[src/rtl/vram_fill_engine.sv]
// -----------------------------------------------------------------------------
// vram_fill_engine
// Rectangle-fill accelerator placed in front of the VGA driver's VRAM write
// port. The CPU programs a word-aligned rectangle (X0, Y0, W, H) and a 32-bit
// pattern over IOBUS, then kicks it through CTRL. The engine streams one VRAM
// write per cycle. Direct CPU VRAM stores share the same port and always win;
// the fill cursor simply holds while a CPU store goes out.
//
// Ports:
//   clk, reset                 system clock, synchronous active-high reset
//   io_wr/io_addr/io_wdata     IOBUS register write
//   io_rdata                   combinational register read data
//   cpu_wen/_xaddr/_yaddr/_data direct CPU VRAM store (priority)
//   vblank                     vertical-blank flag from the VGA driver
//   xaddr/yaddr/data/wen       registered VRAM write port
//   busy                       fill pending or running (WAIT_VB or FILL)
//   done                       one-cycle pulse after the final fill write
// -----------------------------------------------------------------------------
module vram_fill_engine #(
    parameter logic [31:0] BASE_AD = 32'hFFFE0000,
    parameter int          ROWS    = 540,
    parameter int          COLS    = 64
) (
    input  logic        clk,
    input  logic        reset,
    input  logic        io_wr,
    input  logic [31:0] io_addr,
    input  logic [31:0] io_wdata,
    output logic [31:0] io_rdata,
    input  logic        cpu_wen,
    input  logic [5:0]  cpu_xaddr,
    input  logic [9:0]  cpu_yaddr,
    input  logic [31:0] cpu_data,
    input  logic        vblank,
    output logic [5:0]  xaddr,
    output logic [9:0]  yaddr,
    output logic [31:0] data,
    output logic        wen,
    output logic        busy,
    output logic        done
);

    localparam logic [31:0] A_X0   = BASE_AD + 32'h0000_0000;
    localparam logic [31:0] A_Y0   = BASE_AD + 32'h0000_0004;
    localparam logic [31:0] A_W    = BASE_AD + 32'h0000_0008;
    localparam logic [31:0] A_H    = BASE_AD + 32'h0000_000C;
    localparam logic [31:0] A_PAT  = BASE_AD + 32'h0000_0010;
    localparam logic [31:0] A_CTRL = BASE_AD + 32'h0000_0014;

    localparam logic [6:0]  COLS_C = 7'(COLS);
    localparam logic [10:0] ROWS_C = 11'(ROWS);

    typedef enum logic [1:0] {
        ST_IDLE    = 2'd0,
        ST_WAIT_VB = 2'd1,
        ST_FILL    = 2'd2,
        ST_DONE    = 2'd3
    } state_t;

    state_t      state_r, state_nx_s;

    // X0 keeps one extra bit so that a column of COLS or more can be
    // recognised and clipped to an empty rectangle instead of wrapping.
    logic [6:0]  x0_r;
    logic [9:0]  y0_r;
    logic [6:0]  w_r;
    logic [9:0]  h_r;
    logic [31:0] pattern_r;

    logic [5:0]  cx_r, x_end_r;
    logic [9:0]  cy_r, y_end_r;
    logic        vb_r;

    logic        reg_wr_s, ctrl_wr_s, abort_s, start_s;
    logic [6:0]  cols_left_s, eff_w_s;
    logic [10:0] rows_left_s, eff_h_s;
    logic        rect_empty_s;
    logic        fill_issue_s, load_cur_s, last_s;

    assign busy = (state_r == ST_WAIT_VB) || (state_r == ST_FILL);
    assign done = (state_r == ST_DONE);

    assign reg_wr_s  = io_wr && !busy;
    assign ctrl_wr_s = io_wr && (io_addr == A_CTRL);
    assign abort_s   = ctrl_wr_s && io_wdata[2];
    assign start_s   = ctrl_wr_s && io_wdata[0] && !io_wdata[2];

    // Clip the programmed rectangle against the VRAM bounds.
    always_comb begin
        cols_left_s = COLS_C - x0_r;
        rows_left_s = ROWS_C - {1'b0, y0_r};
        if (x0_r >= COLS_C) begin
            eff_w_s = 7'd0;
        end else if (w_r < cols_left_s) begin
            eff_w_s = w_r;
        end else begin
            eff_w_s = cols_left_s;
        end
        if ({1'b0, y0_r} >= ROWS_C) begin
            eff_h_s = 11'd0;
        end else if ({1'b0, h_r} < rows_left_s) begin
            eff_h_s = {1'b0, h_r};
        end else begin
            eff_h_s = rows_left_s;
        end
        rect_empty_s = (eff_w_s == 7'd0) || (eff_h_s == 11'd0);
    end

    assign last_s = (cx_r == x_end_r) && (cy_r == y_end_r);

    // Programmable registers; locked while a fill is pending or running.
    always_ff @(posedge clk) begin
        if (reset) begin
            x0_r      <= 7'd0;
            y0_r      <= 10'd0;
            w_r       <= 7'd0;
            h_r       <= 10'd0;
            pattern_r <= 32'd0;
        end else if (reg_wr_s) begin
            if (io_addr == A_X0)  x0_r      <= io_wdata[6:0];
            if (io_addr == A_Y0)  y0_r      <= io_wdata[9:0];
            if (io_addr == A_W)   w_r       <= io_wdata[6:0];
            if (io_addr == A_H)   h_r       <= io_wdata[9:0];
            if (io_addr == A_PAT) pattern_r <= io_wdata;
        end
    end

    // Register read-back mux; CTRL reads back the busy flag.
    always_comb begin
        case (io_addr)
            A_X0:    io_rdata = {25'd0, x0_r};
            A_Y0:    io_rdata = {22'd0, y0_r};
            A_W:     io_rdata = {25'd0, w_r};
            A_H:     io_rdata = {22'd0, h_r};
            A_PAT:   io_rdata = pattern_r;
            A_CTRL:  io_rdata = {31'd0, busy};
            default: io_rdata = 32'd0;
        endcase
    end

    // Previous vblank sample for rising-edge detection.
    always_ff @(posedge clk) begin
        if (reset) begin
            vb_r <= 1'b0;
        end else begin
            vb_r <= vblank;
        end
    end

    // FSM state register.
    always_ff @(posedge clk) begin
        if (reset) begin
            state_r <= ST_IDLE;
        end else begin
            state_r <= state_nx_s;
        end
    end

    // FSM next-state logic and fill-issue decision.
    always_comb begin
        state_nx_s   = state_r;
        fill_issue_s = 1'b0;
        load_cur_s   = 1'b0;
        case (state_r)
            ST_IDLE: begin
                if (start_s) begin
                    if (rect_empty_s) begin
                        state_nx_s = ST_DONE;
                    end else begin
                        load_cur_s = 1'b1;
                        state_nx_s = io_wdata[1] ? ST_WAIT_VB : ST_FILL;
                    end
                end else begin
                    state_nx_s = ST_IDLE;
                end
            end
            ST_WAIT_VB: begin
                if (abort_s) begin
                    state_nx_s = ST_IDLE;
                end else if (vblank && !vb_r) begin
                    state_nx_s = ST_FILL;
                end else begin
                    state_nx_s = ST_WAIT_VB;
                end
            end
            ST_FILL: begin
                // An abort in the same cycle suppresses this cycle's write so
                // nothing reaches VRAM after the abort.
                if (abort_s) begin
                    state_nx_s = ST_IDLE;
                end else if (cpu_wen) begin
                    state_nx_s = ST_FILL;
                end else begin
                    fill_issue_s = 1'b1;
                    state_nx_s   = last_s ? ST_DONE : ST_FILL;
                end
            end
            ST_DONE: begin
                state_nx_s = ST_IDLE;
            end
            default: begin
                state_nx_s = ST_IDLE;
            end
        endcase
    end

    // Fill cursor: loaded at start, advanced row-major on each issued write.
    always_ff @(posedge clk) begin
        if (reset) begin
            cx_r    <= 6'd0;
            cy_r    <= 10'd0;
            x_end_r <= 6'd0;
            y_end_r <= 10'd0;
        end else if (load_cur_s) begin
            cx_r    <= x0_r[5:0];
            cy_r    <= y0_r;
            x_end_r <= x0_r[5:0] + eff_w_s[5:0] - 6'd1;
            y_end_r <= y0_r + eff_h_s[9:0] - 10'd1;
        end else if (fill_issue_s) begin
            if (cx_r == x_end_r) begin
                cx_r <= x0_r[5:0];
                cy_r <= cy_r + 10'd1;
            end else begin
                cx_r <= cx_r + 6'd1;
            end
        end
    end

    // VRAM port register: CPU stores first, then fill writes, else idle.
    always_ff @(posedge clk) begin
        if (reset) begin
            xaddr <= 6'd0;
            yaddr <= 10'd0;
            data  <= 32'd0;
            wen   <= 1'b0;
        end else if (cpu_wen) begin
            xaddr <= cpu_xaddr;
            yaddr <= cpu_yaddr;
            data  <= cpu_data;
            wen   <= 1'b1;
        end else if (fill_issue_s) begin
            xaddr <= cx_r;
            yaddr <= cy_r;
            data  <= pattern_r;
            wen   <= 1'b1;
        end else begin
            wen   <= 1'b0;
        end
    end

endmodule

[config.mk]
export PLATFORM = sky130hd
export DESIGN_NAME = vram_fill_engine
export DESIGN_NICKNAME = d
export VERILOG_FILES = /design/src/rtl/vram_fill_engine.sv
export SDC_FILE = /design/constraint.sdc
export NUM_CORES = 1
export LEC_CHECK = 0
export CAP_MARGIN = 5
export CORE_MARGIN = 2
export CORE_UTILIZATION = 45
export DETAILED_ROUTE_END_ITERATION = 10
export GPL_ROUTABILITY_DRIVEN = 0
export PLACE_DENSITY = 0.85
export RECOVER_POWER = 50
export SLEW_MARGIN = 40
export SYNTH_ARGS = -nofsm -noshare
export SYNTH_HDL_FRONTEND = slang
export SYNTH_SLANG_ARGS = --single-unit
[constraint.sdc]
create_clock -name clk -period 5 [get_ports clk]
set_input_delay 1.25 -clock clk [delete_from_list [all_inputs] [get_ports clk]]
set_output_delay 1.25 -clock clk [all_outputs]
set_load 0.005 [all_outputs]
== Word level (Yosys, flattened, before mapping) ==
Index checks and enable logic that the tools add are counted.
Word-level totals
  bits in registers: 150
  input bits: 117
  word-level logic and storage cells: 96
Cells by class
  add/sub/neg operators: 8
  magnitude comparators: 4
  equal/unequal tests: 11
  muxes and demuxes: 34
  reductions and logical operators: 24
Operators by type and width (count)
  32-bit == test (second input constant): 6
  32-bit one-hot mux with 6 select lines: 1
  32-bit two-way mux: 2
  10-bit two-way mux: 5
  6-bit two-way mux: 5
  11-bit two-way mux: 2
  7-bit two-way mux: 2
  2-bit two-way mux: 6
  2-bit AND reduction: 6
  11-bit zero test: 1
  10-bit by 11-bit less-than comparator with 1-bit output: 1
  10-bit by 10-bit subtractor with 11-bit output (first input constant): 1
  10-bit by 1-bit adder with 10-bit output (second input constant): 1
  10-bit adder: 1
  10-bit == test: 1
  10-bit >= comparator (second input constant): 1
  1-bit two-way mux: 10
  10-bit by 1-bit subtractor with 10-bit output (second input constant): 1
  2-bit one-hot mux with 4 select lines: 1
  7-bit >= comparator (second input constant): 1
  1-bit logical AND: 7
  7-bit zero test: 1
  7-bit less-than comparator: 1
  7-bit subtractor (first input constant): 1
  10 further kinds: 16

== Depth between registers and ports, before layout ==
Gate-level depths: netlist of the first run.
  word-level depth: 11
  gate-level depth with buffers: 26
  depth with buffers taken out: 25

== Least setup slack after synthesis of the first run ==
Ideal clock, no wire load.
  path type: flip-flop to flip-flop
  start point: reg y0_r[0]
  end point: reg y_end_r[9]
  setup time: 0.135 ns
  arrival time: 4.835 ns
  data required time: 4.865 ns
  slack: 0.030 ns
  cell stages (with the launch flop): 26
  path buffers: 2
  cells stage by stage: dfxtp_1 -> inv_1 -> ha_1 -> and4b_1 -> o41ai_1 -> nand2_1 -> ha_1 -> nand2_1 -> o21ai_0 -> a21oi_1 -> nand2b_1 -> clkbuf_1 -> clkbuf_1 -> o21ai_0 -> nand2_1 -> ha_1 -> inv_1 -> ha_1 -> fa_1 -> a21o_1 -> a21oi_1 -> o21ai_0 -> o41ai_1 -> xnor2_1 -> xnor2_1 -> o31ai_1
On the way
  word-level cells in the longest chain between the ends: 9
RTL lines
  from (decl): line 65  | logic [9:0] y0_r;
  from (signal assigned): line 121  | if (io_addr == A_Y0) y0_r <= io_wdata[9:0];
  parallel branches: the longest is 9 deep, another holds 10-bit by 10-bit subtractor with 11-bit output
  to (signal assigned): line 218  | y_end_r <= y0_r + eff_h_s[9:0] - 10'd1;
  to (decl): line 71  | logic [9:0] cy_r, y_end_r;
Several ways; the timed one is not identified.
A chain may end at the register's enable or synchronous reset.

== Worst setup path in the final report of the first run ==
  start point: in io_addr[23]
  end point: out io_rdata[7]
On the way
  word-level cells in the longest chain between the ends: 2
RTL lines
  from (decl): line 27  | input logic [31:0] io_addr,
  32-bit == test: line 130  | case (io_addr)
  32-bit one-hot mux with 6 select lines *: line 130
  to (decl): line 29  | output logic [31:0] io_rdata,
Mark *: on every way between the ends. The rest lies on a longest branch, timed or not.

==> results of run 1 <==
sequential cells by signal (all words and copies together) (netlist names):
register / flops
y0_r: 10
w_r: 7
x0_r: 7
cy_r: 10
x_end_r: 6
cx_r: 6
wen: 1
xaddr: 6
y_end_r: 10
yaddr: 10
h_r: 10
state_r: 2
vb_r: 1
pattern_r: 32
data: 32
path summary, 6_finish.rpt:
path	slack, ns	start	end	cells after the start
worst max register to register	0.27	y0_r[0]	y_end_r[8]	23
worst max-delay path	0.02	io_addr[23]	io_rdata[7]	9
worst min-delay path	0.47	pattern_r[24]	pattern_r[24]	2
worst min register to register	0.47	pattern_r[24]	pattern_r[24]	2
cells in the final DEF, fill, tap and decap left out, types with 34 or more instances in the layout:
| cell type | n |
|---|---|
| xnor2_1 | 34 |
| a21oi_1 | 135 |
| mux2i_1 | 75 |
| dfxtp_1 | 149 |
| nor2_1 | 151 |
| ha_1 | 49 |
| inv_1 | 53 |
| nand2_1 | 194 |
| clkdlybuf4s50_1 | 123 |
| dlygate4sd3_1 | 51 |
what timing repair did:
item	CTS	global route
pin swaps	1	2
endpoints found under the setup margin	24	29
gates cloned	1	0
hold buffers	0	0
setup buffers	0	2
resized for setup	11	32
tightest hold or removal path, cell delays in order (launching register included):
cell and delay, ns:
dfxtp_1 0.32, nand2_1 0.06, a21oi_1 0.05
layout make-up:
class	instances	share of cell area [%]
Clock buffer	19	3.73
Clock inverter	13	1.56
Inverter	53	1.68
Multi-Input combinational cell	866	45.1
Sequential cell	150	25.3
Tap cell	265	2.79
Timing Repair Buffer	238	19.8
kinds of logic after synthesis:
family / count (synthesis) / synth area share, %
XOR/XNOR: 49 / 4.90
buffers and inverters: 125 / 5.67
flip-flops: 150 / 34.3
AND/OR/NAND/NOR: 459 / 23.3
multiplexers: 78 / 9.08
adder cells (fa/ha/maj): 51 / 7.45
AO/OA/AOI/OAI: 229 / 15.4
per-layer routing:
layer / up-vias / wire [µm] / global-route usage [%]
met2: 402 / 13000 / 43.2
met3: 92 / 1790 / 4.90
met4: 0 / 1470 / 14.3
li1: 4269 / - / -
met5: - / 0 / 0
met1: 4156 / 11100 / 32.6
power by group through the flow:
stage / combinational, mW / sequential (mW) / clock (mW)
after floorplan: 0.0772 / 1.26 / 0
after global placement: 0.234 / 1.25 / 0
after detailed placement: 0.237 / 1.26 / 0
after CTS: 0.240 / 1.23 / 1.38
after global routing: 0.252 / 1.23 / 1.44
final: 0.233 / 1.23 / 1.37
stage by stage:
stage                     TNS [ns]  cell area [µm²]  total power [mW]  util [%]  worst slack [ns]
after floorplan                  0             8760              1.33         -            0.0302
after detailed placement    -0.987            11100              1.49      57.6           -0.0644
after global routing        -0.138            11900              2.92      61.6           -0.0630
final                            0            11900              2.83      61.6            0.0222
after global placement      -0.118            11100              1.49      57.5           -0.0106
after CTS                        0            11800              2.85      61.2           0.00589
Yosys cell counts, types with 10 or more instances:
cell type / instances / area, µm²
buf_2: 10 / 50.1
xor2_1: 13 / 114
inv_1: 53 / 199
mux2i_1: 75 / 751
xnor2_1: 36 / 315
clkbuf_1: 53 / 199
dfxtp_1: 150 / 3000
nor4_1: 12 / 75.1
and2_1: 27 / 169
nor2_1: 152 / 571
a211oi_1: 15 / 113
nand4_1: 12 / 75.1
ha_1: 49 / 613
o21ai_0: 28 / 140
nand3_1: 16 / 80.1
a21oi_1: 137 / 686
nand2_1: 194 / 728
==> flow_metrics.tcl, run 1 <==
set metrics [dict create \
    syn_area_per_cell_um2 7.68 \
    synth_fp_nets 1309 \
    cp_top_family "simple AND/OR/NAND/NOR gates" \
    num_antenna_cells 0 \
    htree_num_levels 4 \
    p_per_area_mw_per_mm2 239 \
    cpMostUsedCell "clkdlybuf4s50_1" \
    area_growth_pct 35.5 \
    ys_seq_area_share_pct 34.3 \
    synth_seq_cells 150 \
    grt_pass1_vias 8557 \
    max_stage_delay_ns 0.56 \
    cp_num_buf_inv 3 \
    cts.clk_slew.worst_paths_ns 0.06 \
    die_h_um 144 \
    hold_slack_ns 0.474 \
    die_w_um 144 \
    grt_usage_pct 26.3 \
    clock-skew-final_ns 0.00884 \
    viasPerCell 5.56 \
    seqCellArea_mm2 0.00300 \
    numPlacedInstances 1569 \
    syn_inst 1141 \
    rsz0062_at_grt "yes" \
    antenna_found_initial 0 \
    synthFlopType "dfxtp_1" \
    portBuffers 199 \
    crit_path_max_fanout 3 \
    switching_share_pct 23.4 \
    overflow 0 \
    fmax_mhz 201 \
    slowest_stage "or4_4" \
    critPathArrivalTime_ns 3.73 \
    drv_slew 33 \
    drt-initial-drc-count 828 \
    die-area_mm2 0.0206 \
    pwr-share-seq_pct 43.3 \
    slew_headroom_pct -15.9 \
    fin_nets 1494 \
    outcome "complete, but fails checks" \
    critPathKind "input pin to output port" \
    start_kind "input pin" \
    cap_viol_max_count 1 \
    required_ns 3.75 \
    clk_latency_ns 0.43 \
    synthesis.area_mm2 0.00876 \
    crit_chain "clkdlybuf4s50_1, nand4_1, or4_4, or3_4, nor2_4, buf_4, nand2_1, o21ai_0, clkdlybuf4s50_1" \
    ant_nets 0 \
    finalHoldViolCount 0 \
    wirelength_um 27400 \
    yosys_warnings 0 \
    io_pins 200 \
    cts-buffers-inserted 17 \
    drt-wirelength-per-cell_um 17.1 \
    async_reset_ff_share_pct 0 \
    irDropWorstVdd_mv 0.243 \
    post-route-period-util_pct 99.6 \
    remaining_drc_errors 0 \
    period_minus_slack_ns 4.98 \
    hpwl_um 19800 \
    coreArea_mm2 0.0193 \
    grt_max_degree 101 \
    power.switching_uw 665 \
    rows 51 \
    crit_path_end_kind "output port" \
    synth_edf_count 0 \
    setup_viol 0 \
    nFillCells 1641 \
    pwr-share-comb_pct 8.2 \
    multiInputGateArea_mm2 0.00536 \
    vias 8919 \
    power_frac_clock_pct 48.5 \
    violations "max-capacitance violations, max-slew violations" \
    cts_tree "built" \
    cts.path.max_buffers 2 \
    worstMarginPinSlew_ns 1.74 \
    p_int_mw 2.17 \
    grt_pass1_wl_um 42900 \
    stdcell_count 1604 \
    power_leakage_nw 5.38 \
    cts_sinks 150 \
    cts_root_buffer "clkbuf_16" \
    final_layout_size_suffix_gt1_share_pct 7.62 \
    floorplan.initialDensity_pct 45.5 \
    synth_cell_types 60 \
    hold_path_class "flip-flop to flip-flop" \
    first_pass_iters 6 \
]
Note: power is estimated with default switching activity, not from simulation.
==> run 2, diff against run 1 <==
Settings changed: CORE_MARGIN 2 to not set, RECOVER_POWER 50 to 25.
==> run 2 against run 1 <==
  * The flow now finishes without violations
  * Non-clock buffer count is 3 higher
  * Global-route usage is 0.52 points higher
  * Flip-flop and latch count stayed put
  * Register-to-register slack hardly changed
  * Critical path depth is 1 lower
  * Clock-buffer cell count is 1 higher
  * Critical endpoint is now io_rdata[19]
  * Largest power group unchanged
==> flow_metrics.tcl, run 2 (synthesis gave the netlist of run 1 again) <==
set metrics [dict create \
    setup_viol 0 \
    critPathArrivalTime_ns 3.70 \
    place_area_mm2 0.0111 \
    slew_headroom_pct 11.5 \
    cap_viol_max_count 0 \
    clk_latency_ns 0.43 \
    die_w_um 142 \
    cts_tree "built" \
    rows 50 \
    fin_ws_ns 0.0506 \
    drt-wirelength-per-cell_um 16.8 \
    first_pass_iters 5 \
    fmax_mhz 202 \
    die_h_um 142 \
    min_from "pattern_r[11]" \
    viasPerCell 5.52 \
    mostFrequentLayoutCell "nand2_1" \
    min_delay_worst_endpoint "pattern_r[11]" \
    final_layout_size_suffix_gt1_share_pct 7.60 \
    vias 8851 \
    r2r_cells 23 \
    finalHoldViolCount 0 \
    grt_max_degree 95 \
    portBuffers 199 \
    p_per_area_mw_per_mm2 238 \
    nFillCells 1569 \
    fin_total_pwr_mw 2.83 \
    grt_pass1_vias 8590 \
    post-route-period-util_pct 99.0 \
    power_leakage_nw 5.31 \
    cts-buffers-inserted 17 \
    drt-initial-drc-count 600 \
    crit_path_end_kind "output port" \
    dp_slack_ns -0.0532 \
    startpoint "io_addr[23]" \
    reg_top3 "data (32), pattern_r (32)" \
    floorplan.initialDensity_pct 46.4 \
    cts.clk_slew.worst_paths_ns 0.06 \
    drv_slew 0 \
    num_antenna_cells 0 \
    clock-skew-final_ns 0.00906 \
    cts_root_buffer "clkbuf_16" \
    start_kind "input pin" \
    required_ns 3.75 \
    wirelength_um 27000 \
    cts.path.max_buffers 2 \
    holdPathStages 2 \
    numPlacedInstances 1566 \
    layout_common_cells "nand2_1 (194), nor2_1 (151), dfxtp_1 (150), a21oi_1 (136), clkdlybuf4s50_1 (128)" \
    fin_nets 1497 \
    stdcell_count 1602 \
    io_pins 200 \
    ant_nets 0 \
    remaining_drc_errors 0 \
    reg2reg_from "y0_r[0]" \
    hpwl_um 19400 \
    coreArea_mm2 0.0189 \
    crit_path_max_fanout 11 \
    outcome "completed" \
    worstMarginPinSlew_ns 1.32 \
    area_growth_pct 35.4 \
    die-area_mm2 0.0200 \
    irDropWorstVdd_mv 0.250 \
    overflow 0 \
    stdcell_area_mm2 0.0119 \
    antenna_found_initial 0 \
    period_minus_slack_ns 4.95 \
    grt_usage_pct 26.8 \
    critPathKind "input pin to output port" \
    r2r-end "y_end_r[9]" \
    htree_num_levels 4 \
    hold_path_class "flip-flop to flip-flop" \
    rsz0062_at_grt "yes" \
    r2r_setup_slack_ns 0.27 \
    cts_sinks 150 \
    grt_pass1_wl_um 42600 \
]
==> run 2: changes by cell type in the layout (fill, tap and decap cells not counted), moves of 2 or more <==
cell | before | now
clkbuf_1 | 4 | 1
clkbuf_8 | 1 | 3
buf_6 | 4 | 2
dlymetal6s2s_1 | 23 | 18
clkdlybuf4s50_1 | 123 | 128
buf_4 | 33 | 39
inv_8 | 4 | 0
clkinv_4 | 1 | 5
==> run 2: stage by stage <==
step,hold WS [ns],utilization [%],setup TNS [ns]
5_1_grt,0.491,62.8,-0.0945
6_report,0.471,62.8,0
4_1_cts,0.472,62.2,0
3_5_place_dp,0.463,58.7,-0.638
3_3_place_gp,0.454,58.7,0
2_1_floorplan,0.440,-,0
==> run 2: layout make-up <==
cell class / count / area, µm² / share of cell area [%]
Clock buffer: 20 / 467 / 3.93
Clock inverter: 12 / 166 / 1.40
Inverter: 53 / 199 / 1.68
Multi-Input combinational cell: 866 / 5330 / 44.9
Sequential cell: 150 / 3000 / 25.3
Tap cell: 260 / 325 / 2.74
Timing Repair Buffer: 241 / 2370 / 20.0
==> run 2: power by group <==
group,internal (mW),switching [mW]
combinational,0.136,0.0987
clock,0.832,0.535
sequential,1.22,0.0113
total,2.18,0.645
==> run 2: layer usage <==
layer	routed length [µm]	global-route usage, %
met1	11200	32.7
met2	12800	44.9
met3	1690	4.66
met4	1310	14.9
met5	0	0
==> run 2: critical path, cell delays in order <==
cell and delay (ns):
clkdlybuf4s50_1 0.45, nand4_1 0.08, or4_1 0.56, or3_4 0.38, nor2_4 0.16, buf_8 0.17
and2_1 0.15, clkdlybuf4s50_1 0.51
==> run 2: timing repair <==
item / 4_1_cts / 5_1_grt
cloned: 1 / 1
buffers inserted: 0 / 2
gates resized for setup: 5 / 33
hold endpoints to repair: 0 / 0
hold buffers: 0 / 0
pin swaps: 1 / 1
setup endpoints to repair: 22 / 29
==> run 2: worst max-delay path by stage <==
stage | end | cells after the start
after detailed placement | io_rdata[15] | 8
final | io_rdata[19] | 8
after global placement | io_rdata[21] | 8
after global routing | y_end_r[9] | 23
after floorplan | y_end_r[9] | 25
after CTS | io_rdata[15] | 8
==> run 3, diff against run 2 <==
Settings changed: SLEW_MARGIN 40 to not set.
==> run 3 against run 2 <==
  * Critical path type unchanged
  * Combinational power is essentially flat
  * First-iteration DRC count is 3.7% higher
  * Sequential power barely moved
  * Fmax rose by 0.68%
  * Worst setup slack gained 0.033 ns
==> flow_metrics.tcl, run 3 (synthesis gave the netlist of run 1 again) <==
set metrics [dict create \
    start_kind "input pin" \
    wirelength_um 27300 \
    fin_ws_ns 0.0840 \
    drt-wirelength-per-cell_um 17.0 \
    drv_slew 0 \
    viasPerCell 5.56 \
    fin_total_pwr_mw 2.79 \
    final_layout_size_suffix_gt1_share_pct 7.54 \
    cts_sinks 150 \
    floorplan.initialDensity_pct 46.4 \
    crit_path_end_kind "output port" \
    die-area_mm2 0.0200 \
    mostFrequentLayoutCell "nand2_1" \
    critPathArrivalTime_ns 3.67 \
    worstMarginPinSlew_ns 1.27 \
    stdcell_count 1600 \
    clock-skew-final_ns 0.0121 \
    cts-buffers-inserted 17 \
    grt_pass1_vias 8487 \
    ant_nets 0 \
    portBuffers 199 \
    drt-initial-drc-count 622 \
    p_per_area_mw_per_mm2 235 \
    io_pins 200 \
    vias 8896 \
    die_h_um 142 \
    overflow 0 \
    antenna_found_initial 0 \
    cts_root_buffer "clkbuf_16" \
    reg_top3 "data (32), pattern_r (32)" \
    outcome "completed" \
    setup_tns_ns 0 \
    layout_common_cells "nand2_1 (194), nor2_1 (151), dfxtp_1 (150), a21oi_1 (136), clkdlybuf4s50_1 (122)" \
    fin_nets 1497 \
    num_antenna_cells 0 \
    required_ns 3.75 \
    clk_latency_ns 0.43 \
    crit_path_max_fanout 3 \
    htree_num_levels 4 \
    post-route-period-util_pct 98.3 \
    critPathKind "input pin to output port" \
    place_area_mm2 0.0111 \
    power_leakage_nw 5.40 \
    grt_max_degree 95 \
    remaining_drc_errors 0 \
    nFillCells 1577 \
    cts.path.max_buffers 2 \
    hpwl_um 19400 \
    hold_slack_ns 0.469 \
    post-route-util_pct 62.7 \
    area_growth_pct 35.3 \
    rows 50 \
    numPlacedInstances 1566 \
    cap_viol_max_count 0 \
    stdcell_area_mm2 0.0119 \
    cts_tree "built" \
    grt_pass1_wl_um 41900 \
    finalHoldViolCount 0 \
    setup_viol 0 \
    grt_usage_pct 26.4 \
    hold_path_class "flip-flop to flip-flop" \
    dp_slack_ns -0.0525 \
    slew_headroom_pct 14.7 \
    die_w_um 142 \
    cts.clk_slew.worst_paths_ns 0.06 \
    first_pass_iters 5 \
    coreArea_mm2 0.0189 \
    irDropWorstVdd_mv 0.282 \
    period_minus_slack_ns 4.92 \
    fmax_mhz 203 \
]
run 3: cell types whose count changed in the layout (fill, tap and decap cells not counted), sizes merged:
cell           delta
clkdlybuf4s50     -6
dlymetal6s2s      +6
clkbuf            +3
buf               -2
clkinv            -2
clkinvlp          -2
inv               +1
run 3: layer usage:
metal / track usage [%] / vias up / share of wire [%]
li1: - / 4254 / -
met1: 31.8 / 4152 / 41
met2: 44.9 / 394 / 47
met3: 5.03 / 96 / 6.4
met4: 12.9 / 0 / 4.9
met5: 0 / - / 0
run 3: worst max-delay path, stage by stage:
cell and delay (ns):
clkdlybuf4s50_1 0.45, nand4_1 0.09, or4_4 0.54, or3_4 0.38
nor2_4 0.16, buf_4 0.16, nand2_1 0.05, o21ai_0 0.08
clkdlybuf4s50_1 0.52
run 3: cell type report:
class | instances | area [µm²] | share of cell area [%]
Inverter | 53 | 199 | 1.68
Tap cell | 260 | 325 | 2.74
Sequential cell | 150 | 3000 | 25.3
Timing Repair Buffer | 241 | 2380 | 20.1
Multi-Input combinational cell | 866 | 5350 | 45.2
Clock inverter | 9 | 145 | 1.22
Clock buffer | 21 | 450 | 3.80
run 3: worst paths after layout:
| kind | cells after the start | slack [ns] | to | from |
|---|---|---|---|---|
| min | 2 | 0.47 | pattern_r[24] | pattern_r[24] |
| max reg2reg | 25 | 0.24 | y_end_r[9] | y0_r[1] |
| min reg2reg | 2 | 0.47 | pattern_r[24] | pattern_r[24] |
| max | 9 | 0.08 | io_rdata[9] | io_addr[23] |
run 3: what timing repair did:
| item | 4_1_cts | 5_1_grt |
|---|---|---|
| hold buffers | 0 | 0 |
| pin swaps | 0 | 7 |
| gates resized for setup | 2 | 49 |
| setup buffers | 0 | 2 |
| endpoints found under the setup margin | 22 | 30 |
| gates cloned | 0 | 2 |
run 3: report_power, final:
| part | internal, mW | leakage (nW) | total, mW | switching [mW] |
|---|---|---|---|---|
| registers | 1.22 | 1.22 | 1.23 | 0.0113 |
| clock network | 0.802 | 0.290 | 1.33 | 0.528 |
| logic | 0.135 | 3.89 | 0.233 | 0.0978 |
| total | 2.15 | 5.40 | 2.79 | 0.637 |
